<file path="config.mk">
export PLATFORM = sky130hd
export DESIGN_NAME = branch_target_unit
export DESIGN_NICKNAME = d
export VERILOG_FILES = /design/src/rtl/branch_target_unit.sv
export SDC_FILE = /design/constraint.sdc
export NUM_CORES = 1
export LEC_CHECK = 0
export ABC_AREA = 0
export CAP_MARGIN = 10
export CELL_PAD_IN_SITES_DETAIL_PLACEMENT = 0
export CELL_PAD_IN_SITES_GLOBAL_PLACEMENT = 1
export CORE_ASPECT_RATIO = 0.7
export CORE_UTILIZATION = 33
export CTS_CLUSTER_DIAMETER = 200
export CTS_CLUSTER_SIZE = 16
export DETAILED_ROUTE_END_ITERATION = 8
export PLACE_DENSITY = 0.87
export SYNTH_ARGS = -nofsm -noshare
export SYNTH_HDL_FRONTEND = slang
export SYNTH_SLANG_ARGS = --single-unit
</file>
<file path="constraint.sdc">
create_clock -name Clk -period 5.65 [get_ports Clk]
set_input_delay 0.8475 -clock Clk [delete_from_list [all_inputs] [get_ports Clk]]
set_output_delay 0.8475 -clock Clk [all_outputs]
set_load 0.005 [all_outputs]
</file>
<file path="src/rtl/branch_target_unit.sv">
// Registered branch/jump resolution stage with condition evaluation,
// misaligned-JR detection and a wrong-path squash window.
module branch_target_unit #(
    parameter int PC_WIDTH      = 32,
    parameter int IMM_WIDTH     = 16,
    parameter int JUMP_WIDTH    = 26,
    parameter int DATA_WIDTH    = 32,
    parameter int SQUASH_CYCLES = 1
) (
    input  logic                  Clk,
    input  logic                  Rst_n,
    input  logic                  InValid,
    input  logic                  Stall,
    input  logic [2:0]            Mode,
    input  logic [PC_WIDTH-1:0]   PCNext,
    input  logic [IMM_WIDTH-1:0]  Imm,
    input  logic [JUMP_WIDTH-1:0] JumpField,
    input  logic [DATA_WIDTH-1:0] RegA,
    input  logic [DATA_WIDTH-1:0] RegB,
    output logic                  OutValid,
    output logic                  Taken,
    output logic [PC_WIDTH-1:0]   Target,
    output logic                  Redirect,
    output logic                  Squash,
    output logic                  AddrErr
);

    typedef enum logic [2:0] {
        M_NONE = 3'b000,
        M_BEQ  = 3'b001,
        M_BNE  = 3'b010,
        M_BLEZ = 3'b011,
        M_BGTZ = 3'b100,
        M_BLTZ = 3'b101,
        M_J    = 3'b110,
        M_JR   = 3'b111
    } mode_e;

    mode_e mode;
    logic  accept;
    logic  cond;
    logic  misalign;
    logic  is_jr;

    logic signed [DATA_WIDTH-1:0] reg_a_s;
    logic [PC_WIDTH-1:0]          imm_off;
    logic [PC_WIDTH-1:0]          br_tgt;
    logic [PC_WIDTH-1:0]          j_tgt;
    logic [PC_WIDTH-1:0]          jr_tgt;
    logic [PC_WIDTH-1:0]          res_tgt;

    logic                out_valid_q, out_valid_d;
    logic                taken_q, taken_d;
    logic [PC_WIDTH-1:0] target_q, target_d;
    logic                redirect_q, redirect_d;
    logic                addr_err_q, addr_err_d;
    logic [3:0]          cnt_q, cnt_d;

    assign mode    = mode_e'(Mode);
    assign accept  = InValid & ~Stall;
    assign reg_a_s = $signed(RegA);

    always_comb begin
        imm_off = PC_WIDTH'($signed(Imm)) << 2;
        br_tgt  = PCNext + imm_off;
        // Upper PCNext bits survive only when the jump field leaves room.
        j_tgt   = PCNext;
        j_tgt[JUMP_WIDTH+1:0] = {JumpField, 2'b00};
        jr_tgt  = PC_WIDTH'(RegA);
    end

    always_comb begin
        cond    = 1'b0;
        res_tgt = br_tgt;
        is_jr   = 1'b0;
        unique case (mode)
            M_NONE: res_tgt = PCNext;
            M_BEQ:  cond = (RegA == RegB);
            M_BNE:  cond = (RegA != RegB);
            M_BLEZ: cond = (reg_a_s <= 0);
            M_BGTZ: cond = (reg_a_s > 0);
            M_BLTZ: cond = (reg_a_s < 0);
            M_J: begin
                cond    = 1'b1;
                res_tgt = j_tgt;
            end
            M_JR: begin
                cond    = 1'b1;
                res_tgt = jr_tgt;
                is_jr   = 1'b1;
            end
        endcase
        misalign = is_jr & (RegA[1:0] != 2'b00);
    end

    always_comb begin
        out_valid_d = 1'b0;
        taken_d     = 1'b0;
        target_d    = target_q;
        redirect_d  = 1'b0;
        addr_err_d  = 1'b0;
        cnt_d       = cnt_q;
        if (Stall) begin
            out_valid_d = out_valid_q;
            taken_d     = taken_q;
        end else if (accept) begin
            if (cnt_q != 4'd0) begin
                // Wrong-path slot: killed, and it may not reload the window.
                cnt_d = cnt_q - 4'd1;
            end else begin
                out_valid_d = 1'b1;
                target_d    = res_tgt;
                taken_d     = cond & ~misalign;
                addr_err_d  = misalign;
                redirect_d  = cond & ~misalign;
                if (cond & ~misalign) begin
                    cnt_d = 4'(SQUASH_CYCLES);
                end
            end
        end
    end

    always_ff @(posedge Clk or negedge Rst_n) begin
        if (!Rst_n) begin
            out_valid_q <= 1'b0;
            taken_q     <= 1'b0;
            target_q    <= '0;
            redirect_q  <= 1'b0;
            addr_err_q  <= 1'b0;
            cnt_q       <= 4'd0;
        end else begin
            out_valid_q <= out_valid_d;
            taken_q     <= taken_d;
            target_q    <= target_d;
            redirect_q  <= redirect_d;
            addr_err_q  <= addr_err_d;
            cnt_q       <= cnt_d;
        end
    end

    assign OutValid = out_valid_q;
    assign Taken    = taken_q;
    assign Target   = target_q;
    assign Redirect = redirect_q;
    assign AddrErr  = addr_err_q;
    assign Squash   = (cnt_q != 4'd0);

endmodule

</file>
Word level (Yosys, flattened, before mapping). Cells that the tools add are included.

Input bits: 145. Word-level logic and storage cells: 46. Register bits after elaboration: 40. Output and inout bits: 37.

Mux-type cells: 13. Bitwise operators: 6. $add $sub $neg: 2. Reductions and logical operators: 7. Equal/unequal tests: 9. Magnitude comparators: 3.

Operator list (count): $pmux 32 s3 (1); $add 32x32->32 (1); $eq 32x32->1 (1); $gt 32x1->1 const B (1); $le 32x1->1 const B (1); $lt 32x1->1 const B (1); $ne 32x32->1 (1); $eq 3x3->1 const B (4); $mux 1 (9); $mux 4 (2); $eq 3x2->1 const B (2); $pmux 1 s6 (1); $reduce_and 3->1 (2); $reduce_bool 2->1 (2); $reduce_bool 4->1 (1); $sub 4x1->4 const B (1); $and 1x1->1 (3); $eq 3x1->1 const B (1); $logic_not 3->1 (1); $not 1->1 (3); $reduce_or 2->1 (1).

Logic depth before layout (Yosys ltp).
Word-level depth: 8. Depth in mapped cells: 10. Gate-level depth less buffers: 10.

Worst setup path before layout. OpenSTA, ideal clock, no wires.

Path kind: input -> register. Start: input port PCNext[2]. End: register target_q[30] (netlist: Target[30]). Stages: 10. Path buffers: 0. Slack: 2692 ps. Data arrival time: 2823 ps. Library setup time: 135 ps. Path through: ha_1 > fa_1 > a21oi_1 > o21ai_1 > o31ai_1 > nand2_1 > a311oi_1 > a31o_1 > or4b_1 > o211ai_1.

Longest elaborated chain between the ends: 2.

RTL lines: from (decl) (line 15) `input logic [PC_WIDTH-1:0] PCNext,`; $add 32x32->32 (line 65) `br_tgt = PCNext + imm_off;`; $pmux 32 s3 (line 76) `unique case (mode)`; to (signal assigned) (line 134) `target_q <= target_d;`; to (decl) (line 54) `logic [PC_WIDTH-1:0] target_q, target_d;`.

No other way between the ends. A chain may end at the register's enable or synchronous reset.

Worst setup path in the final report.
Start: input port Imm[15]. End: register target_q[30] (netlist: Target[30]).

Longest elaborated chain between the ends: 2.

RTL lines: from (decl) (line 16) `input logic [IMM_WIDTH-1:0] Imm,`; $add 32x32->32 (line 65); $pmux 32 s3 (line 76).

No other way between the ends.

==> reports/metrics.csv <==
metric;value;unit
status;complete, no violations;
cts-resized-gates;0;
min_period;3.75;ns
post_drt_via_cell_ratio;5.81;
fmax;0.267;GHz
skew;0.00682;ns
wl_per_cell;20.7;um
ys_async_sr_fraction;1.00;
die_w;138;um
nets;881;
syn_avg_cell_area;7.92;um2
clkLatencyLatePin;0.29;ns
switching_share;0.355;
hold_class;flop to flop;
cts.sinks;40;
dp_hpwl;14700;um
yosysWarnings;0;
crit_path_max_fanout;15;
vdd_drop_max;137;uV
vias;5045;
synth_ff_type;dfrtp_1;
reg2reg_from;cnt_q[0]$_DFFE_PN0P_;
finalPower;1.55;mW
p_seq_frac;0.295;
grt_usage;0.267;
path_clk_slew;0.07;ns
p_per_area;243;nW/um2
finalSetupViolations;0;
ios;182;
final_antenna_net_count;0;
max-cap-violations;0;
antenna_found_initial;0;
p_sw;0.550;mW
r2r_setup_slack;3.39;ns
grt_max_degree;41;
start_util;0.340;
power_leakage;2.51;nW
io_buffer_count;181;
drive_gt1_frac;0.0467;
power_frac_clock;0.197;
p_comb_frac;0.508;
syn_to_final_growth;49.6;%
syn_area;4250;um2
ys_seq_area_frac;0.235;
dieArea;13400;um2
dpl_worst_slack;1.68;ns
synth_nets;712;
tns;0;ns
gp_congestion;0.954;
globalRouteMet3Util;0.0404;
synth_cells;537;
htree_levels;2;
hold_viol;0;
rsz0062_at_grt;false;
drv_slew;0;
synth_cell_types;61;
synth_edf_count;0;
fp-row-count;34;
cts_tree;done;
grt_pass1_vias;4890;
slew_headroom;0.231;
r2r_cells;6;
drt_iter0_markers;277;
layout_setup_ws;1.90;ns
critPathKind;input port to flop;
cp_data_arrival_time;3.95;ns
post-cts-setup-buffer-count;0;
period_share;0.663;
drt_wl_total;18000;um
critPathLaunchType;input port;
timing.rr.end;Target[28]$_DFFE_PN0P_;
holdPathEnd;Target[3]$_DFFE_PN0P_;
die_h;97.0;um
p_int;0.998;mW
busiest_layer;met2;
grt-ovfl-total;0;
clock_path_buffers;2;
num_antenna_cells;0;
ys_ff_latch;40;
min_path_cells;2;
cts_hold_buf;0;
cts-buffers-inserted;5;
core_area;12500;um2
crit_required;5.85;ns
drc;0;
drt-pass1-iter-count;5;
grt_pass1_wl;26900;um
met1_usage;0.392;
cts-root-buf;clkbuf_16;
min_from;Target[3]$_DFFE_PN0P_;
grt_use_met2;0.404;
worstMarginPinSlew;1.15;ns
endpoint_kind;flop;
-- synth_stat cells, types with 2 or more instances --
cell | n | area [um2]
a211oi_1 | 3 | 22.5
a21o_1 | 18 | 135
a21oi_1 | 30 | 150
a221oi_1 | 20 | 175
a22oi_1 | 22 | 165
a31oi_1 | 8 | 50.1
and3_1 | 2 | 12.5
buf_2 | 2 | 10.0
clkbuf_1 | 21 | 78.8
dfrtp_1 | 40 | 1000
ha_1 | 29 | 363
inv_1 | 10 | 37.5
nand2_1 | 53 | 199
nand2b_1 | 2 | 12.5
nand3_1 | 14 | 70.1
nand4_1 | 9 | 56.3
nor2_1 | 47 | 176
nor2b_1 | 5 | 31.3
nor3_1 | 12 | 60.1
nor4_1 | 11 | 68.8
o211ai_1 | 12 | 90.1
o21a_1 | 2 | 15.0
o21ai_0 | 46 | 230
o21ai_1 | 9 | 45.0
o21bai_1 | 4 | 30.0
o221ai_1 | 2 | 17.5
o22a_1 | 4 | 35.0
o22ai_1 | 3 | 18.8
o31ai_1 | 3 | 22.5
or2_2 | 5 | 31.3
or3_1 | 3 | 18.8
or4_1 | 3 | 22.5
xnor2_1 | 32 | 280
xor2_1 | 24 | 210
-- registers in the layout (all words and copies together) (netlist names) --
register and cells:
AddrErr 1, OutValid 1, Redirect 1, Taken 1, Target 32, cnt_q 4
-- critical path, cell delays in order --
cell and delay, ns:
clkdlybuf4s50_1 0.82, ha_1 0.72, nand3_1 0.11, nor2_1 0.24, nand3_1 0.11, o21ai_0 0.09
a311oi_1 0.11, a31o_1 0.28, or4b_1 0.50, o211ai_1 0.11
-- metrics by stage --
step                std cells  hold WS, ns  utilization  cell area (um2)
floorplan                 537        0.471            -             4250
global placement          861        0.463        0.496             6210
detailed placement        861        0.471        0.496             6210
CTS                       869        0.487        0.509             6360
global route              869        0.510        0.509             6360
finish                    869        0.484        0.509             6360
-- worst max path at each step --
stage,startpoint,endpoint,slack (ns)
final,Imm[15],Target[30]$_DFFE_PN0P_,1.90
after global placement,Imm[15],Target[26]$_DFFE_PN0P_,1.67
after CTS,Imm[15],Target[30]$_DFFE_PN0P_,1.96
after detailed placement,Imm[15],Target[30]$_DFFE_PN0P_,1.68
after floorplan,PCNext[2],Target[30]$_DFFE_PN0P_,2.69
after global routing,PCNext[2],Target[26]$_DFFE_PN0P_,1.72
-- power by group through the flow --
stage          sequential, mW  combinational, mW  clock [mW]
2_1_floorplan           0.458              0.323           0
3_3_place_gp            0.458              0.775           0
3_5_place_dp            0.463              0.781           0
4_1_cts                 0.458              0.785       0.308
5_1_grt                 0.469              0.852       0.323
6_report                0.457              0.786       0.305
-- area by class of cell --
class	count	area (um2)
sequential	40	1000
inverter	11	41.3
clock inverter	2	15.0
timing repair buffer	186	1840
clock buffer	6	139
fill	1216	6140
multi-input combinational	462	3120
tap	162	203
-- metal layers --
| metal | vias to the layer above | share of wire |
|---|---|---|
| met1 | 2398 | 0.47 |
| met3 | 19 | 0.093 |
| met5 | - | 0 |
| met2 | 245 | 0.43 |
| met4 | 0 | 0.015 |
| li1 | 2383 | - |
-- cells in the final DEF (no fill, tap or decap), drive strengths merged, types with 3 or more instances in the layout --
master / count
a211oi: 3
a21o: 18
a21oi: 30
a221oi: 21
a22oi: 22
a31oi: 8
buf: 6
clkbuf: 6
clkdlybuf4s50: 180
dfrtp: 40
ha: 29
inv: 11
nand2: 53
nand3: 14
nand4: 9
nor2: 48
nor2b: 5
nor3: 13
nor4: 12
o211ai: 13
o21ai: 55
o21bai: 4
o22a: 4
o22ai: 3
o31ai: 3
or2: 5
or3: 3
or4: 3
xnor2: 32
xor2: 24
-- logic make-up (layout without fill, tap and decap cells) --
family,after synthesis,after routing,share of synthesized area
and+or+nand+nor,175,175,0.203
AOI/OAI and AO/OA,201,201,0.325
adders and majority gates,30,30,0.0900
xor gates and xnor gates,56,56,0.115
DFF,40,40,0.235
buffers and inverters,35,205,0.0315
(Power assumes the default switching activity.)
